$ cat src/rtl/nec_ir_pkg.sv
// nec_ir_pkg: shared types and timing windows for the NEC IR receiver.
// Window bounds are in half-ticks and inclusive.
package nec_ir_pkg;

    typedef enum logic [2:0] {
        S_IDLE,
        S_LEAD_MARK,
        S_LEAD_SPACE,
        S_BIT_MARK,
        S_BIT_SPACE,
        S_STOP_MARK
    } state_e;

    localparam int LEAD_MARK_MIN = 24;
    localparam int LEAD_MARK_MAX = 40;
    localparam int DATA_SPC_MIN  = 12;
    localparam int DATA_SPC_MAX  = 20;
    localparam int RPT_SPC_MIN   = 6;
    localparam int RPT_SPC_MAX   = 10;
    localparam int MARK_MIN      = 1;
    localparam int MARK_MAX      = 3;
    localparam int SPC0_MIN      = 1;
    localparam int SPC0_MAX      = 3;
    localparam int SPC1_MIN      = 4;
    localparam int SPC1_MAX      = 8;

    localparam int FRAME_W = 25;

    typedef struct packed {
        logic        rpt;
        logic [15:0] addr;
        logic [7:0]  cmd;
    } frame_t;

    function automatic logic in_win(input int d, input int lo, input int hi);
        return (d >= lo) && (d <= hi);
    endfunction

endpackage

$ cat src/rtl/nec_ir_fifo.sv
// nec_ir_fifo: synchronous show-ahead FIFO with fill level.
// A push into a full FIFO is dropped unless a pop happens in the same cycle.
module nec_ir_fifo #(
    parameter int DEPTH = 4,
    parameter int WIDTH = 25
) (
    input  logic                   clk,
    input  logic                   rst,
    input  logic                   push,
    input  logic                   pop,
    input  logic [WIDTH-1:0]       wdata,
    output logic [WIDTH-1:0]       rdata,
    output logic                   empty,
    output logic                   drop,
    output logic [$clog2(DEPTH):0] level
);

    localparam int AW = $clog2(DEPTH);
    localparam int LW = AW + 1;
    localparam logic [AW:0] FULL_LVL = DEPTH[AW:0];

    logic [WIDTH-1:0] mem_q [DEPTH];
    logic [AW-1:0]    wptr_q;
    logic [AW-1:0]    rptr_q;
    logic [AW:0]      level_q;
    logic             full;
    logic             do_push;
    logic             do_pop;

    assign empty   = (level_q == '0);
    assign full    = (level_q == FULL_LVL);
    assign do_pop  = pop && !empty;
    assign do_push = push && (!full || do_pop);
    assign drop    = push && full && !do_pop;
    assign rdata   = empty ? '0 : mem_q[rptr_q];
    assign level   = level_q;

    // Storage write; contents are qualified by level so need no reset.
    always_ff @(posedge clk) begin
        if (do_push) begin
            mem_q[wptr_q] <= wdata;
        end
    end

    // Pointer and level bookkeeping.
    always_ff @(posedge clk) begin
        if (rst) begin
            wptr_q  <= '0;
            rptr_q  <= '0;
            level_q <= '0;
        end else begin
            if (do_push) begin
                wptr_q <= wptr_q + AW'(1);
            end
            if (do_pop) begin
                rptr_q <= rptr_q + AW'(1);
            end
            if (do_push && !do_pop) begin
                level_q <= level_q + LW'(1);
            end else if (do_pop && !do_push) begin
                level_q <= level_q - LW'(1);
            end
        end
    end

endmodule

$ cat src/rtl/nec_ir_frame_receiver.sv
// nec_ir_frame_receiver: NEC IR decoder with standard/extended/repeat
// modes; decoded frames are queued in a show-ahead FIFO.
module nec_ir_frame_receiver
    import nec_ir_pkg::*;
#(
    parameter int FIFO_DEPTH = 4,
    parameter int CNT_W      = 6
) (
    input  logic                        clk,
    input  logic                        rst,
    input  logic                        en,
    input  logic [15:0]                 cfg_half_tick,
    input  logic                        cfg_invert,
    input  logic                        cfg_ext_en,
    input  logic                        cfg_repeat_en,
    input  logic                        ir_in,
    output logic [FRAME_W-1:0]          frame_data,
    output logic                        frame_valid,
    input  logic                        frame_ready,
    output logic [$clog2(FIFO_DEPTH):0] fifo_level,
    output logic                        overflow,
    input  logic                        overflow_clr,
    output logic                        err_pulse,
    output logic                        busy
);

    localparam logic [CNT_W-1:0] DUR_MAX = '1;

    logic             s1_q, s2_q, lvl_q, lvl_d1_q;
    logic             edge_w;
    logic [15:0]      pre_q;
    logic [15:0]      half_m1;
    logic [CNT_W-1:0] dur_q;
    int               dur_i;

    state_e      state_q, state_d;
    logic [31:0] sr_q, sr_d;
    logic [4:0]  bit_cnt_q, bit_cnt_d;
    logic        rpt_q, rpt_d;
    logic [15:0] last_addr_q, last_addr_d;
    logic [7:0]  last_cmd_q, last_cmd_d;
    logic        last_valid_q, last_valid_d;
    logic        err_q, err_d;
    logic        push_q, push_d;
    frame_t      push_frame_q, push_frame_d;
    logic        bad;
    logic        bit_v;
    logic        bit_ok;

    logic [7:0]  b0, b1, b2, b3;
    logic        ovf_q;
    logic        pop_w, drop_w, empty_w;

    assign b0      = sr_q[7:0];
    assign b1      = sr_q[15:8];
    assign b2      = sr_q[23:16];
    assign b3      = sr_q[31:24];
    assign edge_w  = lvl_q ^ lvl_d1_q;
    assign half_m1 = (cfg_half_tick == 16'd0) ? 16'd0
                                              : cfg_half_tick - 16'd1;
    assign dur_i   = int'(dur_q);

    // Pin synchroniser, polarity fix and edge-detect delay stage.
    always_ff @(posedge clk) begin
        s1_q     <= ir_in;
        s2_q     <= s1_q;
        lvl_q    <= s2_q ^ cfg_invert;
        lvl_d1_q <= lvl_q;
    end

    // Half-tick prescaler and saturating duration counter, restarted per edge.
    always_ff @(posedge clk) begin
        if (rst || !en || edge_w) begin
            pre_q <= '0;
            dur_q <= '0;
        end else if (pre_q == half_m1) begin
            pre_q <= '0;
            if (dur_q != DUR_MAX) begin
                dur_q <= dur_q + CNT_W'(1);
            end
        end else begin
            pre_q <= pre_q + 16'd1;
        end
    end

    // Receiver FSM next-state, shift register and frame validation.
    always_comb begin
        state_d      = state_q;
        sr_d         = sr_q;
        bit_cnt_d    = bit_cnt_q;
        rpt_d        = rpt_q;
        last_addr_d  = last_addr_q;
        last_cmd_d   = last_cmd_q;
        last_valid_d = last_valid_q;
        err_d        = 1'b0;
        push_d       = 1'b0;
        push_frame_d = '0;
        bad          = 1'b0;
        bit_v        = 1'b0;
        bit_ok       = 1'b0;

        if (!en) begin
            state_d   = S_IDLE;
            sr_d      = '0;
            bit_cnt_d = '0;
            rpt_d     = 1'b0;
        end else if (state_q != S_IDLE && dur_q == DUR_MAX) begin
            bad = 1'b1;
        end else if (edge_w) begin
            unique case (state_q)
                S_IDLE: begin
                    if (lvl_q) begin
                        state_d   = S_LEAD_MARK;
                        sr_d      = '0;
                        bit_cnt_d = '0;
                        rpt_d     = 1'b0;
                    end
                end
                S_LEAD_MARK: begin
                    if (in_win(dur_i, LEAD_MARK_MIN, LEAD_MARK_MAX)) begin
                        state_d = S_LEAD_SPACE;
                    end else begin
                        bad = 1'b1;
                    end
                end
                S_LEAD_SPACE: begin
                    if (in_win(dur_i, DATA_SPC_MIN, DATA_SPC_MAX)) begin
                        state_d   = S_BIT_MARK;
                        bit_cnt_d = '0;
                    end else if (in_win(dur_i, RPT_SPC_MIN, RPT_SPC_MAX)) begin
                        state_d = S_STOP_MARK;
                        rpt_d   = 1'b1;
                    end else begin
                        bad = 1'b1;
                    end
                end
                S_BIT_MARK: begin
                    if (in_win(dur_i, MARK_MIN, MARK_MAX)) begin
                        state_d = S_BIT_SPACE;
                    end else begin
                        bad = 1'b1;
                    end
                end
                S_BIT_SPACE: begin
                    if (in_win(dur_i, SPC0_MIN, SPC0_MAX)) begin
                        bit_ok = 1'b1;
                    end else if (in_win(dur_i, SPC1_MIN, SPC1_MAX)) begin
                        bit_ok = 1'b1;
                        bit_v  = 1'b1;
                    end else begin
                        bad = 1'b1;
                    end
                    if (bit_ok) begin
                        sr_d = {bit_v, sr_q[31:1]};
                        if (bit_cnt_q == 5'd31) begin
                            state_d = S_STOP_MARK;
                        end else begin
                            state_d   = S_BIT_MARK;
                            bit_cnt_d = bit_cnt_q + 5'd1;
                        end
                    end
                end
                S_STOP_MARK: begin
                    if (!in_win(dur_i, MARK_MIN, MARK_MAX)) begin
                        bad = 1'b1;
                    end else begin
                        state_d = S_IDLE;
                        if (rpt_q) begin
                            if (cfg_repeat_en && last_valid_q) begin
                                push_d       = 1'b1;
                                push_frame_d = '{1'b1, last_addr_q, last_cmd_q};
                            end
                        end else if (b3 == ~b2 && (cfg_ext_en || b1 == ~b0)) begin
                            push_d       = 1'b1;
                            push_frame_d.rpt  = 1'b0;
                            push_frame_d.addr = cfg_ext_en ? {b1, b0} : {8'h00, b0};
                            push_frame_d.cmd  = b2;
                            last_addr_d  = push_frame_d.addr;
                            last_cmd_d   = b2;
                            last_valid_d = 1'b1;
                        end else begin
                            bad = 1'b1;
                        end
                    end
                end
                default: state_d = S_IDLE;
            endcase
        end

        if (bad) begin
            state_d   = S_IDLE;
            err_d     = 1'b1;
            sr_d      = '0;
            bit_cnt_d = '0;
            rpt_d     = 1'b0;
        end
    end

    // Receiver FSM state register.
    always_ff @(posedge clk) begin
        if (rst) begin
            state_q      <= S_IDLE;
            sr_q         <= '0;
            bit_cnt_q    <= '0;
            rpt_q        <= 1'b0;
            last_addr_q  <= '0;
            last_cmd_q   <= '0;
            last_valid_q <= 1'b0;
            err_q        <= 1'b0;
            push_q       <= 1'b0;
            push_frame_q <= '0;
        end else begin
            state_q      <= state_d;
            sr_q         <= sr_d;
            bit_cnt_q    <= bit_cnt_d;
            rpt_q        <= rpt_d;
            last_addr_q  <= last_addr_d;
            last_cmd_q   <= last_cmd_d;
            last_valid_q <= last_valid_d;
            err_q        <= err_d;
            push_q       <= push_d;
            push_frame_q <= push_frame_d;
        end
    end

    // Sticky overflow; a drop in the clearing cycle keeps it set.
    always_ff @(posedge clk) begin
        if (rst) begin
            ovf_q <= 1'b0;
        end else begin
            ovf_q <= (ovf_q && !overflow_clr) || drop_w;
        end
    end

    assign pop_w = frame_ready && !empty_w;

    nec_ir_fifo #(
        .DEPTH (FIFO_DEPTH),
        .WIDTH (FRAME_W)
    ) u_fifo (
        .clk   (clk),
        .rst   (rst),
        .push  (push_q),
        .pop   (pop_w),
        .wdata (push_frame_q),
        .rdata (frame_data),
        .empty (empty_w),
        .drop  (drop_w),
        .level (fifo_level)
    );

    assign frame_valid = !empty_w;
    assign overflow    = ovf_q;
    assign err_pulse   = err_q;
    assign busy        = (state_q != S_IDLE);

endmodule

$ cat config.mk
export PLATFORM = sky130hd
export DESIGN_NAME = nec_ir_frame_receiver
export DESIGN_NICKNAME = d
export VERILOG_FILES = /design/src/rtl/nec_ir_pkg.sv /design/src/rtl/nec_ir_fifo.sv /design/src/rtl/nec_ir_frame_receiver.sv
export SDC_FILE = /design/constraint.sdc
export NUM_CORES = 1
export LEC_CHECK = 0
export BUFFER_PORTS_ARGS = -buffer_cell sky130_fd_sc_hd__buf_2
export CORE_ASPECT_RATIO = 1.4
export CORE_MARGIN = 10
export CORE_UTILIZATION = 61
export CTS_CLUSTER_SIZE = 10
export DETAILED_ROUTE_END_ITERATION = 6
export HOLD_SLACK_MARGIN = 0.02
export PLACE_DENSITY = 0.76
export SLEW_MARGIN = 20
export SYNTH_ARGS = -nofsm -noshare
export SYNTH_HDL_FRONTEND = slang
export SYNTH_HIERARCHICAL = 1
export SYNTH_SLANG_ARGS = --single-unit
$ cat constraint.sdc
create_clock -name clk -period 3.9 [get_ports clk]
set_input_delay 0.78 -clock clk [delete_from_list [all_inputs] [get_ports clk]]
set_output_delay 0.78 -clock clk [all_outputs]
set_load 0.03 [all_outputs]
==> impl_metrics.toml <==
[route]
detail_route.drc_violations = 0
drt_iter0_drc = 482
drt-vias-per-instance = 6.02
vias_after_detailed_routing = 6844
drt_first_pass_iters = 5
detailed_route_wire_length_per_cell_um = 17.5
drt_wl_total_um = 19800
drt.antenna.violating_nets = 0

[clock_tree]
cts_tree = "built"
clock-sinks = 229
post-cts-setup-buffers = 0
clk-insertion-delay-late_ps = 510
ctsRootBufferMaster = "clkbuf_16"
cts.htree.levels = 1
tritoncts.num_buffers = 26
post_cts_resize_count = 0
path_clk_slew_ps = 50
cts.hold.buffers_added = 0
maximum_root_to_sink_buffer_count = 3

[critical_path]
critPathMaxFanout = 9
crit_arrival_ps = 3890
critical_path.startpoint_type = "primary input"
crit-reg2reg-capture = "rpt_q$_SDFFE_PP0P_"
critical_path.cell_chain = "buf_2, inv_1, ha_1, or4b_1, nor4_4, a21oi_1, nor3_1, o32ai_1, or4_1, or4_1, a21oi_1"
critPathTopFamily = "simple AND/OR/NAND/NOR gates"
worst-r2r-setup-slack_ps = 1130
r2r_cells = 10
worst_path_max_delay_cell = "or4_1"
critical-path-max-stage-delay_ps = 670
critical_r2r_launch = "dur_q[2]$_SDFFE_PP0P_"
timing.setup.critical_path_class = "in -> reg"
worstSetupPathDepth = 11
critPathRequiredTime_ps = 4340
cp.buffers_inverters = 2
critical_path.endpoint_type = "flip-flop"

[global_route]
grt_busiest_layer = "met2"
grt_usage = 0.180
grt_antenna_before_repair = 0
grt_pass1_wl_um = 33100
use_met1 = 0.200
grt_max_degree = 42
grtUsageMet2 = 0.346
grt_use_met3 = 0.0266
first_global_vias = 6867
grt.overflow.total = 0

[power]
power_leakage_nw = 4.08
power.density_nw_per_um2 = 428
ir_worst_vdd_v = 0.000398
power_mw = 4.75

[final_layout]
syn_to_final_growth_pct = 12.2
fin_cells = 1136
layout.core_utilization = 0.692
n_antenna_cell = 0
stdcell_area_sq_um = 11100
nets = 961
post_route_cells_drive_above_1_share = 0.150

[floorplanning]
dieHeight_um = 171
initial_utilization = 0.617
core_area_sq_um = 16000
rows = 55
die_w_um = 128
ioPinCount = 57
dieArea_sq_um = 21800

[synthesis]
synth-seq-cells = 229
ys_top_cells_by_area = "edfxtp_1, dfxtp_1, mux4_2"
seq_area_frac_synth = 0.564
synth_top_area_share = 0.303
postSynthAreaPerCell_sq_um = 11.4
synth_edf_count = 100
synth.cell_area_sq_um = 9900
synth.net_count = 904
synth.yosys.warnings = 6
asyncSetResetFlopFracSynth = 0
post_synth_inst_count = 866
synth_largest_area_cell = "edfxtp_1"
synth_top_flop_cell = "dfxtp_1"
yosys.cell_types.count = 65

[timing]
period_share = 0.884
rsz0062_at_grt = "false"
finalClockSkew_ps = 16.4
fin_ws_ps = 451
timing.final.hold_violations = 0
finalMaxSlewViolations = 0
final_setup_viols = 0
fmax_mhz = 290
tightest_slew_ps = 882
period_needed_ps = 3450
relative_slew_slack = 0.406

[min_path]
worstHoldEndpoint = "s2_q$_DFF_P_"
hold-path-cell-count = 0
min_from = "s1_q$_DFF_P_"
hold_class = "reg -> reg"

[outcome]
run_status = "finished, final reports clean"

[placement]
instance_count_after_placement_with_tap_cells_included = 1094
detailedPlace.worstSlack_ps = -72.3
count_of_port_buffers_added_during_placement = 56
dp_hpwl_um = 13500
placedInstanceArea_sq_um = 10400
final_weighted_congestion_in_routability_driven_placement = 0.905

[flow_run]
cap_viol_max_count = 0
report_power, final:
group          leakage [nW]  switching [mW]  internal [mW]
Clock                 0.350           0.846           1.26
Combinational          1.53           0.103         0.0480
Sequential             2.20         0.00649           2.49
Total                  4.08           0.955           3.80
worst reg2reg max path: stages (launching register included):
cell and delay (ps):
dfxtp_1 520, nor2b_1 220, a21oi_1 60, nor3_1 290
o21ai_0 130, a221oi_1 380, a221oi_1 130, o21ai_0 280
nand2_1 100, buf_4 280, a311oi_1 300
state kept, by name, indices dropped and copies added, names as in the netlist, 2 cells and up, named ones only:
register       flops
pre_q             16
dur_q              6
u_fifo/level       3
u_fifo/wptr_q      2
bit_cnt_q          5
last_addr_q       16
state_q            3
u_fifo/rptr_q      2
sr_q              32
push_frame_q      25
last_cmd_q         8
u_fifo/mem_q     100
kinds of logic (layout without fill, tap and decap cells):
family,after synthesis,after routing,synth area share
AOI/OAI and AO/OA,131,131,0.0852
xor gates and xnor gates,54,54,0.0478
adders and majority gates,13,13,0.0172
buffers and inverters,65,136,0.0293
DFF,229,229,0.564
muxes,49,49,0.0826
and+or+nand+nor,325,325,0.173
worst max-delay path by stage:
stage | slack [ps] | endpoint | startpoint
2_1_floorplan | 310 | dur_q[3]$_SDFFE_PP0P_ | cfg_half_tick[0]
3_3_place_gp | 30 | dur_q[3]$_SDFFE_PP0P_ | cfg_half_tick[0]
3_5_place_dp | -70 | dur_q[3]$_SDFFE_PP0P_ | cfg_half_tick[0]
4_1_cts | 440 | dur_q[3]$_SDFFE_PP0P_ | cfg_half_tick[0]
5_1_grt | 160 | dur_q[3]$_SDFFE_PP0P_ | cfg_half_tick[0]
6_report | 450 | dur_q[3]$_SDFFE_PP0P_ | cfg_half_tick[0]
cell usage after synthesis, types with 3 or more instances:
master    count
dfxtp_1     129
edfxtp_1    100
nand2_1      72
a21oi_1      65
nor2_1       62
nand3_1      57
clkbuf_1     38
nor2b_1      31
xor2_1       30
a22o_1       24
xnor2_1      24
mux2i_1      22
mux4_2       22
inv_1        16
nand2b_1     16
o21ai_0      13
ha_1         12
or3_1        12
and3_1       10
nand4_1      10
nor3_1       10
nor4_1        8
or4_1         7
and2_1        6
buf_2         5
o31ai_1       5
nor3b_1       4
buf_6         3
mux4_1        3
nand3b_1      3
metal layers:
layer | part of all wire | vias up
met3 | 0.042 | 31
met4 | 0.017 | 0
met5 | 0 | -
li1 | - | 3262
met2 | 0.55 | 186
met1 | 0.39 | 3365
cell type report:
class                      count  area (sq um)
inverter                      16          60.1
sequential                   229          5590
fill                        1149          4930
timing repair buffer          78           445
multi-input combinational    572          4030
clock buffer                  42           732
tap                          199           249
metrics by stage:
step	setup TNS, ps	hold slack (ps)
final	0	329
after global routing	0	342
after CTS	0	335
after detailed placement	-175	316
after global placement	0	319
after floorplan	0	310
layout by cell type (no fill, tap or decap), types with 22 or more instances in the layout:
cell	netlist	routed
xnor2_1	24	24
mux2i_1	22	22
nand3_1	57	57
xor2_1	30	30
nor2_1	62	62
a21oi_1	65	65
a22o_1	24	24
mux4_2	22	22
nor2b_1	31	31
clkbuf_16	0	27
edfxtp_1	100	100
buf_2	5	56
dfxtp_1	129	129
nand2_1	72	72
buf_4	0	22
Power figures use the tool's default switching activity.
